===== src/rtl/tgt_seq.sv =====
// tgt_seq -- PCI target sequencer for two memory-mapped backends.
//
// Watches BAR hits from the PCI core, qualifies the command, inserts the
// configured number of initial wait states and then paces the data phases.
// It drives the core handshake and the per-backend write strobes and read
// output enables.
//
// Ports
//   CLK            in   1  clock, rising edge
//   reset          in   1  asynchronous, active-high
//   base_hit       in   8  one-cycle BAR hit pulse (bit 0 -> backend 0,
//                          bit 2 -> backend 1, other bits ignored)
//   pci_cmd        in  16  one-hot PCI command
//   s_wrdn         in   1  1 = write transaction
//   s_data         in   1  data phase active
//   s_data_vld     in   1  data word transferred this cycle
//   cfg_wait       in   4  initial wait states (0 = none)
//   cfg_burst_max  in   8  data phases before disconnect (0 = unlimited)
//   s_ready        out  1  target ready (transfer state)
//   s_term         out  1  disconnect request
//   s_abort        out  1  target abort
//   be_wr          out  2  per-backend write strobe
//   be_oe          out  2  per-backend read output enable
//   xfer_cnt       out  8  data phases in the current/last transaction
module tgt_seq (
  input  logic        CLK,
  input  logic        reset,
  input  logic [7:0]  base_hit,
  input  logic [15:0] pci_cmd,
  input  logic        s_wrdn,
  input  logic        s_data,
  input  logic        s_data_vld,
  input  logic [3:0]  cfg_wait,
  input  logic [7:0]  cfg_burst_max,
  output logic        s_ready,
  output logic        s_term,
  output logic        s_abort,
  output logic [1:0]  be_wr,
  output logic [1:0]  be_oe,
  output logic [7:0]  xfer_cnt
);

  typedef enum logic [1:0] {IDLE, WAIT, XFER, ABORT} state_t;

  // MR (6), MW (7), MRM (12), MRL (14), MWI (15)
  localparam logic [15:0] CMD_SUPPORTED = 16'hD0C0;

  state_t      state_q, state_d;
  logic        sel_q, sel_d;
  logic        dir_q, dir_d;
  logic [3:0]  wait_q, wait_d;
  logic [7:0]  xfer_cnt_q, xfer_cnt_d;

  logic        hit;
  logic        hit_sel;
  logic        cmd_ok;
  logic [7:0]  burst_last;
  logic        hit_unused;

  // Only BARs 0 and 2 map to backends; the remaining hit bits are dropped.
  assign hit_unused = ^{base_hit[7:3], base_hit[1]};
  assign hit        = base_hit[0] | base_hit[2];
  // Backend 0 wins a simultaneous hit.
  assign hit_sel    = ~base_hit[0];
  // At least one supported bit and no unsupported bit; an all-zero command
  // is treated as unsupported.
  assign cmd_ok     = (|(pci_cmd & CMD_SUPPORTED)) & ~(|(pci_cmd & ~CMD_SUPPORTED));

  always_ff @(posedge CLK or posedge reset) begin
    if (reset) begin
      state_q    <= IDLE;
      sel_q      <= 1'b0;
      dir_q      <= 1'b0;
      wait_q     <= 4'd0;
      xfer_cnt_q <= 8'd0;
    end else begin
      state_q    <= state_d;
      sel_q      <= sel_d;
      dir_q      <= dir_d;
      wait_q     <= wait_d;
      xfer_cnt_q <= xfer_cnt_d;
    end
  end

  always_comb begin
    state_d    = state_q;
    sel_d      = sel_q;
    dir_d      = dir_q;
    wait_d     = wait_q;
    xfer_cnt_d = xfer_cnt_q;

    case (state_q)
      IDLE: begin
        if (hit) begin
          if (cmd_ok) begin
            sel_d      = hit_sel;
            dir_d      = s_wrdn;
            xfer_cnt_d = 8'd0;
            if (cfg_wait != 4'd0) begin
              state_d = WAIT;
              wait_d  = cfg_wait;
            end else begin
              state_d = XFER;
            end
          end else begin
            state_d = ABORT;
          end
        end
      end
      WAIT: begin
        if (!s_data) begin
          state_d = IDLE;
          wait_d  = 4'd0;
        end else begin
          wait_d = wait_q - 4'd1;
          // The counter holds 1 during the last wait cycle.
          if (wait_q <= 4'd1) begin
            state_d = XFER;
            wait_d  = 4'd0;
          end
        end
      end
      XFER: begin
        if (s_data_vld && (xfer_cnt_q != 8'hFF)) begin
          xfer_cnt_d = xfer_cnt_q + 8'd1;
        end
        // xfer_cnt is left holding the final count for software.
        if (!s_data && !s_data_vld) begin
          state_d = IDLE;
        end
      end
      ABORT: begin
        if (!s_data) begin
          state_d = IDLE;
        end
      end
      default: state_d = IDLE;
    endcase
  end

  // Disconnect threshold: asserting one phase early makes the burst end on
  // phase cfg_burst_max. The count is monotonic inside XFER, so s_term stays
  // up until the state is left.
  assign burst_last = cfg_burst_max - 8'd1;

  always_comb begin
    s_ready = (state_q == XFER);
    s_abort = (state_q == ABORT);
    s_term  = (state_q == XFER) && (cfg_burst_max != 8'd0) && (xfer_cnt_q >= burst_last);
    be_wr   = 2'b00;
    be_oe   = 2'b00;
    if ((state_q == XFER) && dir_q && s_data_vld) begin
      be_wr[sel_q] = 1'b1;
    end
    if (((state_q == WAIT) || (state_q == XFER)) && !dir_q && s_data) begin
      be_oe[sel_q] = 1'b1;
    end
  end

  assign xfer_cnt = xfer_cnt_q;

endmodule

===== config.mk =====
export PLATFORM = sky130hd
export DESIGN_NAME = tgt_seq
export DESIGN_NICKNAME = d
export VERILOG_FILES = /design/src/rtl/tgt_seq.sv
export SDC_FILE = /design/constraint.sdc
export NUM_CORES = 1
export LEC_CHECK = 0
export BUFFER_PORTS_ARGS = -buffer_cell sky130_fd_sc_hd__buf_2
export CORE_MARGIN = 2
export CORE_UTILIZATION = 25
export CTS_BUF_LIST = sky130_fd_sc_hd__clkbuf_2 sky130_fd_sc_hd__clkbuf_4 sky130_fd_sc_hd__clkbuf_8
export DETAILED_ROUTE_END_ITERATION = 16
export SLEW_MARGIN = 25
export SYNTH_ARGS = -nofsm -noshare
export SYNTH_HDL_FRONTEND = slang
export SYNTH_SLANG_ARGS = --single-unit
export TNS_END_PERCENT = 50

===== constraint.sdc =====
create_clock -name CLK -period 2.6 [get_ports CLK]
set_input_delay 0.13 -clock CLK [delete_from_list [all_inputs] [get_ports CLK]]
set_output_delay 0.13 -clock CLK [all_outputs]
set_load 0.02 [all_outputs]

== After elaboration in Yosys (flattened, before gate mapping) ==
Index checks and enable logic that the tools add are counted.

* Logic and storage cells: 73
* RAM bits: 0
* Bits in registers: 16
* ROM bits: 0
* Memories: 0
* Bits in latches: 0
* Output and inout bits: 15

* Divide/modulo/power cells: 0
* Multiplexer cells: 22
* Bitwise gates (word level): 4
* Order comparisons: 4
* Eq/ne operators: 11
* Shift operators: 0
* Multiply operators: 0
* Add/sub/neg operators: 3
* Reductions and logical operators: 24

{| class="wikitable"
|+ Operators with widths
! cell !! number
|-
| 8-bit 2-to-1 mux || 3
|-
| 4-bit 2-to-1 mux || 5
|-
| 2-bit 2-to-1 mux || 9
|-
| 8-bit one-hot mux with 2 select lines || 1
|-
| 4-bit AND reduction || 3
|-
| 11-bit OR reduction || 1
|-
| 1-bit logical AND || 9
|-
| 8-bit by 1-bit adder with 8-bit output, second input constant || 1
|-
| 8-bit greater-or-equal comparator || 1
|-
| 2-bit inequality test, second input constant || 4
|-
| 8-bit inequality test, second input constant || 1
|-
| 2-bit one-hot mux with 4 select lines || 1
|-
| 4-bit one-hot mux with 2 select lines || 1
|-
| 8-bit nonzero test || 1
|-
| 8-bit by 1-bit subtractor with 8-bit output, second input constant || 1
|-
| 5-bit OR reduction || 1
|-
| 2-bit == test, second input constant || 2
|-
| 4-bit by 1-bit <= comparator with 1-bit output, second input constant || 1
|-
| 2-bit by 1-bit inequality test with 1-bit output, second input constant || 2
|-
| 2-bit nonzero test || 2
|-
| 4-bit nonzero test || 1
|-
| 4-bit by 1-bit subtractor with 4-bit output, second input constant || 1
|-
| 1-bit logical NOT || 3
|-
| 3-bit inequality test, second input constant || 1
|-
| other kinds (11) || 12
|}

== Logic depth before layout (Yosys ltp) ==
Gate-level depths: netlist of the first run.

* Depth in word-level cells: 6
* Mapped depth: 11
* Mapped depth without buffers: 11

== Least setup slack after synthesis of the first run ==
OpenSTA, ideal clock, no wires.

* Path kind: register -> register
* Start point: register state_q[0]
* End point: register wait_q[3]
* Slack: 506 ps
* Clock period less this slack: 2094 ps
* Required time: 2476 ps
* Stages on the path, launching flop included: 8
* Path buffers: 1
* Library setup time: 124 ps
* Data arrival time: 1970 ps
* Cell sequence: dfrtp_1 -> inv_1 -> ha_1 -> clkbuf_1 -> o21ai_0 -> nor4_4 -> mux2_4 -> a211o_1

* Cells in the longest elaborated chain, start to end: 3
* Elaborated cells between the ends (all ways): 8
* Classes of those cells: eq/ne: 4; mux: 1; reduce/logical: 3

{| class="wikitable"
|+ Ends and longest elaborated chain
! what !! RTL line !! source
|-
| start, declared || 48 || <nowiki>state_t state_q, state_d;</nowiki>
|-
| start signal, assigned || 77 || <nowiki>state_q <= state_d;</nowiki>
|-
| 2-bit by 1-bit == test with 1-bit output or 2-bit logical NOT (tied branches) || 92 || <nowiki>case (state_q)</nowiki>
|-
| 2-bit nonzero test (no source line) or 2-bit inequality test (tied branches) || -- ||
|-
| 4-bit AND reduction (no source line) || -- ||
|-
| end signal, assigned || 80 || <nowiki>wait_q <= wait_d;</nowiki>
|-
| end, declared || 51 || <nowiki>logic [3:0] wait_q, wait_d;</nowiki>
|}

Several ways; a longest one is shown, not always the timed one.
A chain may end at the register's enable or synchronous reset.

== Worst setup path after layout of the first run ==
* Start point: input port cfg_burst_max[3]
* End point: output port s_term

* Cells in the longest elaborated chain, start to end: 3
* Elaborated cells between the ends (all ways): 5
* Classes of those cells: add/sub: 1; order compare: 1; reduce/logical: 3

{| class="wikitable"
|+ Ends and longest elaborated chain
! what !! RTL line !! source
|-
| start, declared || 34 || <nowiki>input logic [7:0] cfg_burst_max,</nowiki>
|-
| 8-bit by 1-bit subtractor with 8-bit output or 8-bit nonzero test (tied branches) || 144, 149 ||
|-
| 8-bit greater-or-equal comparator or 1-bit logical AND (tied branches) || 149 || <nowiki>s_term = (state_q == XFER) && (cfg_burst_max != 8'd0) && (xfer_cnt_q >= burst_last);</nowiki>
|-
| 1-bit logical AND * || 149 ||
|-
| end, declared || 36 || <nowiki>output logic s_term,</nowiki>
|}

Every way passes the cells marked *; elsewhere a longest branch is shown, timed or not.

==> impl_metrics.env, run 1 <==
export IMPL_report_final_slew_viol_count=0
export IMPL_place_gp_congestion=0.853
export IMPL_maxCapViolations=0
export IMPL_timing_fmax_ghz=0.414
export IMPL_hold_path_class="in2reg"
export IMPL_synth_xor_area_share_pct=3.93
export IMPL_slew_headroom_pct=48.3
export IMPL_dpl_instance_area_mm2=0.00191
export IMPL_p_per_area_mw_per_mm2=846
export IMPL_vias_per_cell=4.92
export IMPL_dp_hpwl_mm=3.05
export IMPL_crit_path_max_fanout=3
export IMPL_area_growth_pct=26.6
export IMPL_ys_ff_latch=16
export IMPL_grt_pass1_vias=1488
export IMPL_grt_overflow=0
export IMPL_yosysTopAreaCell="dfrtp_1"
export IMPL_vias=1515
export IMPL_seq_area_frac_synth_pct=25.7
export IMPL_synth_top_cells_by_count="inv_1 (18), nor2_1 (18), ha_1 (17)"
export IMPL_grt_usage_pct=11.0
export IMPL_synth_top_area_share_pct=25.7
export IMPL_setup_viol=0
export IMPL_cts_made_buffers=3
export IMPL_insertion_delay_ns=0.25
export IMPL_arrival_ns=2.29
export IMPL_dr_pass1_iters=4
export IMPL_hold_violations=0
export IMPL_drt_iter0_drc=68
export IMPL_postCtsSetupBuffers=0
export IMPL_critical_path_class="in2out"
export IMPL_synth_mux_area_fraction_pct=5.62
export IMPL_initial_utilization_pct=26.0
export IMPL_rsz0062_at_grt="no"
export IMPL_finalNetCount=292
export IMPL_cts_buffer_depth=2
export IMPL_crit_top_cell="buf_2"
export IMPL_die_w_um=83.0
export IMPL_status="finished clean"
export IMPL_syn_avg_cell_area_um2=8.71
export IMPL_ir_worst_vdd_uv=408
export IMPL_drc=0
export IMPL_drive_gt1_share_pct=28.3
export IMPL_clkTransAtPathRegs_ns=0.07
export IMPL_holdWs_ns=0.0829
export IMPL_syn_instance_count=179
export IMPL_worstSetupStartpointType="input port"
export IMPL_fin_skew_ns=0.00152
export IMPL_synth_fa_ha_area_share_pct=13.6
export IMPL_crit_chain="buf_2 > or3_1 > or2_2 > nor4_1 > xnor2_1 > ha_1 > nand4_1 > a211oi_1 > o21a_1 > buf_2"
export IMPL_tightest_slew_ns=0.756
export IMPL_root_buffer="clkbuf_8"
export IMPL_finalCriticalPeriod_ns=2.42
export IMPL_synth_compound_area_share_pct=19.7
export IMPL_final_period_utilization_pct=93.0
export IMPL_p_leak_nw=0.980
export IMPL_syn_area_mm2=0.00156
export IMPL_antenna_found_initial=0
export IMPL_cpPeakStageDelay_ns=0.38
export IMPL_crit_required_ns=2.47
export IMPL_ys_warnings_count=0
export IMPL_n_antenna_cell=0
export IMPL_synth_ff_type="dfrtp_1"
export IMPL_grt_max_degree=20
export IMPL_rows=28
export IMPL_synthTopCellsByArea="dfrtp_1 (26%), ha_1 (14%), inv_1 (4.3%)"
export IMPL_async_flop_share_pct=100
export IMPL_cts_tree="done"
export IMPL_end_kind="output port"
export IMPL_synthSimpleGateAreaFrac_pct=26.3
export IMPL_synth_cell_types=46
export IMPL_synth_edf_count=0
export IMPL_routedWlPerCell_um=12.5
export IMPL_htreeDepth=1
export IMPL_synth_top_family_by_area="simple AND/OR/NAND/NOR gates"
export IMPL_grt_pass1_wl_mm=6.51
export IMPL_ant_nets=0
export IMPL_stdcell_area_mm2=0.00197
export IMPL_slowest_stage="or3_1"
export IMPL_final_setup_tns_ns=0
export IMPL_io_buffers=49
export IMPL_core_mm2=0.00599
export IMPL_cts_sinks=16
export IMPL_synth_fp_nets=237
export IMPL_io_pins=56
export IMPL_dieArea_mm2=0.00688
export IMPL_die_y_um=83.0
export IMPL_routed_wirelength_mm=3.85
==> critical path: cells and delay by family <==
kind                       cells  cell delay, ns
buffers and inverters          2            0.28
adders and majority gates      1            0.31
xor gates and xnor gates       1            0.12
AOI/OAI and AO/OA              2            0.40
and+or+nand+nor                4            1.05
==> path summary, 6_finish.rpt <==
kind | from | to | slack, ns | cells past startpoint
min | base_hit[0] | sel_q | 0.08 | 2
max | cfg_burst_max[3] | s_term | 0.18 | 10
min in group asynchronous | reset | xfer_cnt[6] | 0.51 | 3
max reg2reg | state_q[0] | xfer_cnt[3] | 0.63 | 4
max in group asynchronous | reset | xfer_cnt[2] | 1.68 | 3
min reg2reg | dir_q | dir_q | 0.55 | 1
==> where the power goes <==
group	internal, mW	switching (mW)	total, mW	leakage (nW)
Sequential	0.348	0.144	0.492	0.203
Clock	0.135	0.0962	0.231	0.0288
Combinational	0.397	0.551	0.948	0.749
Total	0.880	0.791	1.67	0.980
==> kinds of logic after synthesis <==
group,count (synthesis)
XOR/XNOR,7
adder cells (fa/ha/maj),17
multiplexers,8
AND/OR/NAND/NOR,72
flip-flops,16
buffers and inverters,21
AO/OA/AOI/OAI,38
==> sequential cells by signal (all words and copies together) (netlist names) <==
signal and cells:
xfer_cnt 8, wait_q 4, state_q 2, dir_q 1, sel_q 1
==> layout make-up <==
cell class / count / area, um2
tap: 75 / 93.8
clock buffer: 4 / 55.1
timing repair buffer: 53 / 278
sequential: 16 / 400
fill: 630 / 4020
inverter: 18 / 67.6
multi-input combinational: 142 / 1080
==> layer usage <==
metal  up-vias  part of all wire, %  global-route usage [%]
met5         -                    0                       0
met4         0                 0.31                    2.09
met3         2                  5.5                    3.08
met2        43                   47                    19.4
met1       702                   47                    13.6
li1        768                    -                       -
==> cell usage in the layout (no fill, tap or decap), types with 2 or more instances in the layout <==
cell type  instances
a21oi_1            7
a221o_1            3
mux2i_1            5
nand3_1            6
inv_1             18
or3_1              3
buf_4              3
o311ai_1           2
nor4_1             5
xnor2_1            6
nand2_1           14
buf_2             49
nor4b_1            2
and3_1             2
clkbuf_8           4
o21a_1             2
a21o_1             4
and4b_1            3
ha_1              17
nor2_1            18
a211o_1            5
nor3_1            10
nor4_4             2
o21ai_0            3
dfrtp_1           16
==> stage by stage <==
| stage | power (mW) | util [%] | std cells | setup WS, ns |
|---|---|---|---|---|
| after floorplan | 1.15 | - | 179 | 0.506 |
| after global placement | 1.42 | 31.9 | 303 | 0.248 |
| after detailed placement | 1.44 | 31.9 | 303 | 0.212 |
| after CTS | 1.69 | 33.0 | 308 | 0.192 |
| after global routing | 1.82 | 33.0 | 308 | 0.0511 |
| final | 1.67 | 33.0 | 308 | 0.182 |
==> timing repair <==
item / in CTS / in global routing
hold buffers: 1 / 0
resized for setup: 0 / 0
endpoints found under the hold margin: 10 / 0
Note: power is estimated with default switching activity, not from simulation.
==> inputs of run 2 (changes only) <==
ABC_AREA = 1   (was unset)
CAP_MARGIN = 20   (was unset)
CTS_BUF_LIST = unset   (was sky130_fd_sc_hd__clkbuf_2 sky130_fd_sc_hd__clkbuf_4 sky130_fd_sc_hd__clkbuf_8)
==> run 2 against run 1 <==
Against the previous run: the run now ends with hold timing left; cell count is 20% higher; power down 25%; sequential power decreased by 28%; critical endpoint unchanged; highest routed layer unchanged.
==> impl_metrics.env, run 2 <==
export IMPL_status="finished, violations left"
export IMPL_violations="hold timing"
export IMPL_layout_setup_ws_ns=0.598
export IMPL_antenna_found_initial=0
export IMPL_drc=0
export IMPL_final_period_utilization_pct=77.0
export IMPL_initial_utilization_pct=25.4
export IMPL_crit_required_ns=2.47
export IMPL_postCtsSetupBuffers=0
export IMPL_syn_instance_count=244
export IMPL_worstSetupStartpointType="input port"
export IMPL_insertion_delay_ns=0.24
export IMPL_p_leak_nw=1.07
export IMPL_layout_commonest_cell="nand2_1"
export IMPL_finalNetCount=354
export IMPL_ant_nets=0
export IMPL_io_pins=56
export IMPL_vias=1666
export IMPL_arrival_ns=1.87
export IMPL_p_per_area_mw_per_mm2=640
export IMPL_n_fill_cell=697
export IMPL_grt_usage_pct=11.4
export IMPL_die_w_um=83.7
export IMPL_cts_sinks=16
export IMPL_routedWlPerCell_um=10.4
export IMPL_fin_skew_ns=0.00600
export IMPL_synth_edf_count=0
export IMPL_dieArea_mm2=0.00700
export IMPL_n_antenna_cell=0
export IMPL_grt_overflow=0
export IMPL_rsz0062_at_grt="no"
export IMPL_htreeDepth=1
export IMPL_cts_hold_repair_buffers=0
export IMPL_critical_path_class="in2out"
export IMPL_synth_ff_type="dfrtp_1"
export IMPL_clkTransAtPathRegs_ns=0.07
export IMPL_core_mm2=0.00624
export IMPL_seq_area_frac_synth_pct=25.2
export IMPL_syn_avg_cell_area_um2=6.51
export IMPL_drive_gt1_share_pct=20.1
export IMPL_tightest_slew_ns=0.628
export IMPL_synth_top_cells_by_count="nand2_1 (73), nor2_1 (40), inv_1 (29)"
export IMPL_ys_ff_latch=16
export IMPL_root_buffer="clkbuf_8"
export IMPL_grt_max_degree=17
export IMPL_synth_top_area_share_pct=25.2
export IMPL_routed_wirelength_mm=3.85
export IMPL_pre_cts_ws_ns=0.606
export IMPL_synth_most_common_cell="nand2_1"
export IMPL_grt_pass1_vias=1623
export IMPL_dr_pass1_iters=5
export IMPL_slew_headroom_pct=58.1
export IMPL_syn_area_mm2=0.00159
export IMPL_grt_pass1_wl_mm=6.82
export IMPL_final_setup_tns_ns=0
export IMPL_largest_reg_flops=8
export IMPL_seq_area_um2=400
export IMPL_area_growth_pct=23.5
export IMPL_vias_per_cell=4.49
export IMPL_place_gp_congestion=0.855
export IMPL_rows=29
export IMPL_die_y_um=83.7
export IMPL_yosysTopAreaCell="dfrtp_1"
export IMPL_end_kind="output port"
export IMPL_layout_common_cells="nand2_1 (73), buf_2 (49), nor2_1 (40)"
export IMPL_report_final_slew_viol_count=0
export IMPL_cts_tree="done"
export IMPL_synth_fp_nets=302
export IMPL_multi_input_area_mm2=0.00107
export IMPL_dp_hpwl_mm=3.07
export IMPL_cts_buffer_depth=2
export IMPL_synthTopCellsByArea="dfrtp_1 (25%), nand2_1 (17%), ha_1 (13%)"
export IMPL_timing_fmax_ghz=0.499
export IMPL_cts_resized=0
export IMPL_crit_path_max_fanout=5
export IMPL_io_buffers=49
export IMPL_setup_viol=0
export IMPL_synth_cell_types=23
export IMPL_finalCriticalPeriod_ns=2.00
export IMPL_hold_violations=16
export IMPL_maxCapViolations=0
export IMPL_ys_warnings_count=0
export IMPL_cts_made_buffers=3
export IMPL_ir_worst_vdd_uv=437
export IMPL_worstRegToRegCells=7
export IMPL_holdWs_ns=-0.0390
export IMPL_async_flop_share_pct=100
export IMPL_hold_path_class="in2async"
export IMPL_drt_iter0_drc=54
-- run 2: worst max-delay path: stages --
cell and delay (ns):
buf_2 0.09, inv_1 0.13, ha_1 0.24, nand3_1 0.11
xnor2_1 0.15, inv_1 0.06, ha_1 0.26, nand2_1 0.06
nor2_1 0.15, nand4_1 0.09, nand3_1 0.09, nand3_1 0.06
inv_1 0.09, buf_2 0.16
-- run 2: kinds of logic after synthesis --
kind of cell	after synthesis	synth area share (%)
AOI/OAI and AO/OA	22	8.12
xor gates and xnor gates	8	4.41
adders and majority gates	17	13.4
buffers and inverters	31	7.49
DFF	16	25.2
and+or+nand+nor	150	41.4
-- run 2: report_power, final --
group / leakage [nW] / internal [mW] / switching (mW)
registers: 0.216 / 0.296 / 0.0571
logic: 0.833 / 0.244 / 0.474
clock network: 0.0216 / 0.102 / 0.0804
-- run 2: per-layer routing --
metal | vias to the layer above | track usage [%] | routed length (um)
met5 | - | 0 | 0
met2 | 42 | 20.2 | 1810
met1 | 740 | 14.9 | 1820
met4 | 0 | 2.64 | 17
met3 | 2 | 1.38 | 203
li1 | 882 | - | -
-- run 2: stage by stage --
| stage | area [um2] | util [%] | cells | hold slack (ns) | power (mW) |
|---|---|---|---|---|---|
| global route | 1960 | 31.4 | 371 | 0.0307 | 1.38 |
| finish | 1960 | 31.4 | 371 | -0.0390 | 1.25 |
| floorplan | 1590 | - | 244 | 0.0437 | 0.889 |
| global placement | 1920 | 30.8 | 368 | 0.268 | 1.07 |
| detailed placement | 1920 | 30.8 | 368 | 0.271 | 1.08 |
| CTS | 1960 | 31.4 | 371 | 0.000272 | 1.27 |
-- run 2: area by class of cell --
| cell class | count | area share, % |
|---|---|---|
| clock buffer | 3 | 2.11 |
| inverter | 29 | 5.55 |
| multi-input combinational | 197 | 54.5 |
| sequential | 16 | 20.4 |
| tap | 77 | 4.91 |
| timing repair buffer | 49 | 12.5 |
-- run 2: path summary, 6_finish.rpt --
kind	from	to	slack, ns
max	cfg_burst_max[0]	s_term	0.60
min	reset	wait_q[0]	-0.04
max reg2reg	state_q[0]	xfer_cnt[1]	0.66
min reg2reg	dir_q	dir_q	0.50
max in group asynchronous	reset	xfer_cnt[5]	2.23
min in group CLK	base_hit[0]	sel_q	0.09
==> inputs of run 3 (changes only) <==
ABC_AREA = 0   (was 1)
clock period = 1.8 ns   (was 2.6 ns; I/O delays follow)
==> run 3 against run 2 <==
Against the previous run: the flow finishes with violations (setup timing); global-route usage rose by 0.82 points; die area decreased by 1.7%; non-clock buffer count up 33; cell area up 18%; combinational power rose to 2.6 times the previous value; register-to-register slack got worse by 0.60 ns; count of clock-buffer cells in the layout up 1; hold slack better by 0.086 ns; sequential cell count did not move; critical path type unchanged; highest routed layer unchanged.
==> impl_metrics.env, run 3 (synthesized netlist as in run 1, its figures left out) <==
export IMPL_status="finished, violations left"
export IMPL_violations="setup timing"
export IMPL_crit_path_max_fanout=3
export IMPL_p_per_area_mw_per_mm2=1250
export IMPL_slowest_stage="or3_4"
export IMPL_hold_violations=0
export IMPL_htreeDepth=1
export IMPL_met1_length_mm=1.96
export IMPL_p_leak_nw=1.13
export IMPL_hold_path_class="in2reg"
export IMPL_dr_wl_met3_um=166
export IMPL_die_w_um=83.0
export IMPL_grt_pass1_vias=1614
export IMPL_root_buffer="clkbuf_8"
export IMPL_rsz0062_at_grt="yes"
export IMPL_area_growth_pct=48.3
export IMPL_layout_setup_ws_ns=-0.379
export IMPL_crit_chain="buf_2 > or3_4 > or2_4 > nor2_4 > xnor2_1 > ha_1 > a21o_1 > a21oi_2 > o21ai_1 > o21a_2 > buf_2"
export IMPL_routed_wirelength_mm=4.23
export IMPL_final_cells=337
export IMPL_slew_headroom_pct=55.5
export IMPL_routedWlPerCell_um=12.5
export IMPL_arrival_ns=2.09
export IMPL_final_period_utilization_pct=121
export IMPL_grt_overflow=0
export IMPL_dr_pass1_iters=4
export IMPL_critical_path_buf_inv_count=2
export IMPL_grt_usage_pct=12.3
export IMPL_die_y_um=83.0
export IMPL_io_buffers=49
export IMPL_cts_buffer_depth=2
export IMPL_final_setup_tns_ns=-0.379
export IMPL_io_pins=56
export IMPL_cts_made_buffers=3
export IMPL_cts_sinks=16
export IMPL_maxCapViolations=0
export IMPL_vias=1649
export IMPL_dp_cells=328
export IMPL_crit_family="simple AND/OR/NAND/NOR gates"
export IMPL_initial_utilization_pct=26.0
export IMPL_crit_required_ns=1.71
export IMPL_grt_pass1_wl_mm=7.21
export IMPL_place_gp_congestion=0.824
export IMPL_layout_common_cells="buf_2 (49), buf_4 (30), nor2_1 (16)"
export IMPL_n_antenna_cell=0
export IMPL_routed_top_layer="met4"
export IMPL_cts_tree="done"
export IMPL_ant_nets=0
export IMPL_drc=0
export IMPL_n_fill_cell=614
export IMPL_timing_fmax_ghz=0.459
export IMPL_ir_worst_vdd_uv=664
export IMPL_drt_iter0_drc=100
export IMPL_vias_per_cell=4.89
export IMPL_crit_top_cell="buf_2"
export IMPL_cpPeakStageDelay_ns=0.38
export IMPL_antenna_found_initial=0
export IMPL_report_final_slew_viol_count=0
export IMPL_tightest_slew_ns=0.666
export IMPL_rows=28
export IMPL_end_kind="output port"
export IMPL_dieArea_mm2=0.00688
export IMPL_holdWs_ns=0.0474
export IMPL_finalCriticalPeriod_ns=2.18
export IMPL_core_mm2=0.00599
export IMPL_worstSetupStartpointType="input port"
export IMPL_met2_wirelength_mm=2.09
export IMPL_grt_max_degree=17
export IMPL_setup_viol=1
export IMPL_fin_skew_ns=0.00827
export IMPL_layout_commonest_cell="buf_2"
export IMPL_critical_path_class="in2out"
export IMPL_drive_gt1_share_pct=43.9
export IMPL_clkTransAtPathRegs_ns=0.07
export IMPL_dp_hpwl_mm=3.35
export IMPL_finalNetCount=321
export IMPL_largest_reg_flops=8
export IMPL_insertion_delay_ns=0.25
[run 3: repair_timing]
| action | CTS | global route |
|---|---|---|
| buffers inserted | 0 | 4 |
| resized for setup | 2 | 17 |
| hold endpoints to repair | 16 | 0 |
| hold buffers | 1 | 0 |
| pin swaps | 2 | 7 |
| endpoints found under the setup margin | 3 | 7 |
[run 3: metal layers]
| metal | global-route usage (%) | up-vias |
|---|---|---|
| met2 | 20.9 | 37 |
| met5 | 0 | - |
| met4 | 2.68 | 0 |
| met1 | 16.4 | 782 |
| li1 | - | 828 |
| met3 | 1.79 | 2 |
[run 3: worst register-to-register path, delay by kind of cell, from the launching register on]
| family | cells | cell delay, ns |
|---|---|---|
| flip-flops | 1 | 0.39 |
| AND/OR/NAND/NOR | 1 | 0.04 |
| adder cells (fa/ha/maj) | 1 | 0.16 |
| multiplexers | 1 | 0.32 |
| buffers and inverters | 1 | 0.12 |
| AO/OA/AOI/OAI | 3 | 0.60 |
[run 3: path summary, 6_finish.rpt]
check                           cells after the start  slack, ns          end             start
min in group asynchronous                           3       0.47   state_q[1]             reset
worst min register to register                      1       0.56        dir_q             dir_q
worst max register to register                      7       0.06   state_q[1]         wait_q[1]
max in group asynchronous                           3       0.85  xfer_cnt[4]             reset
worst max-delay path                               11      -0.38       s_term  cfg_burst_max[3]
worst min-delay path                                2       0.05        sel_q       base_hit[0]
[run 3: layout make-up]
| class | instances | area (um2) | share of cell area (%) |
|---|---|---|---|
| Tap cell | 75 | 93.8 | 4.06 |
| Inverter | 18 | 67.6 | 2.92 |
| Clock buffer | 4 | 45.0 | 1.95 |
| Sequential cell | 16 | 404 | 17.5 |
| Timing Repair Buffer | 82 | 503 | 21.8 |
| Multi-Input combinational cell | 142 | 1200 | 51.8 |
[run 3: where the power goes]
part	leakage, nW	internal, mW	switching (mW)
clock network	0.0228	0.157	0.133
logic	0.905	0.902	0.975
registers	0.198	0.509	0.204
total	1.13	1.57	1.31
[run 3: per-stage QoR]
stage	power [mW]	utilization (%)	instance area (um2)	setup slack (ns)
final	2.88	38.6	2310	-0.379
after CTS	2.67	36.8	2200	-0.374
after global routing	3.12	38.6	2310	-0.482
after detailed placement	2.35	35.7	2140	-0.369
after floorplan	1.73	-	1610	-0.0804
after global placement	2.32	35.7	2140	-0.359
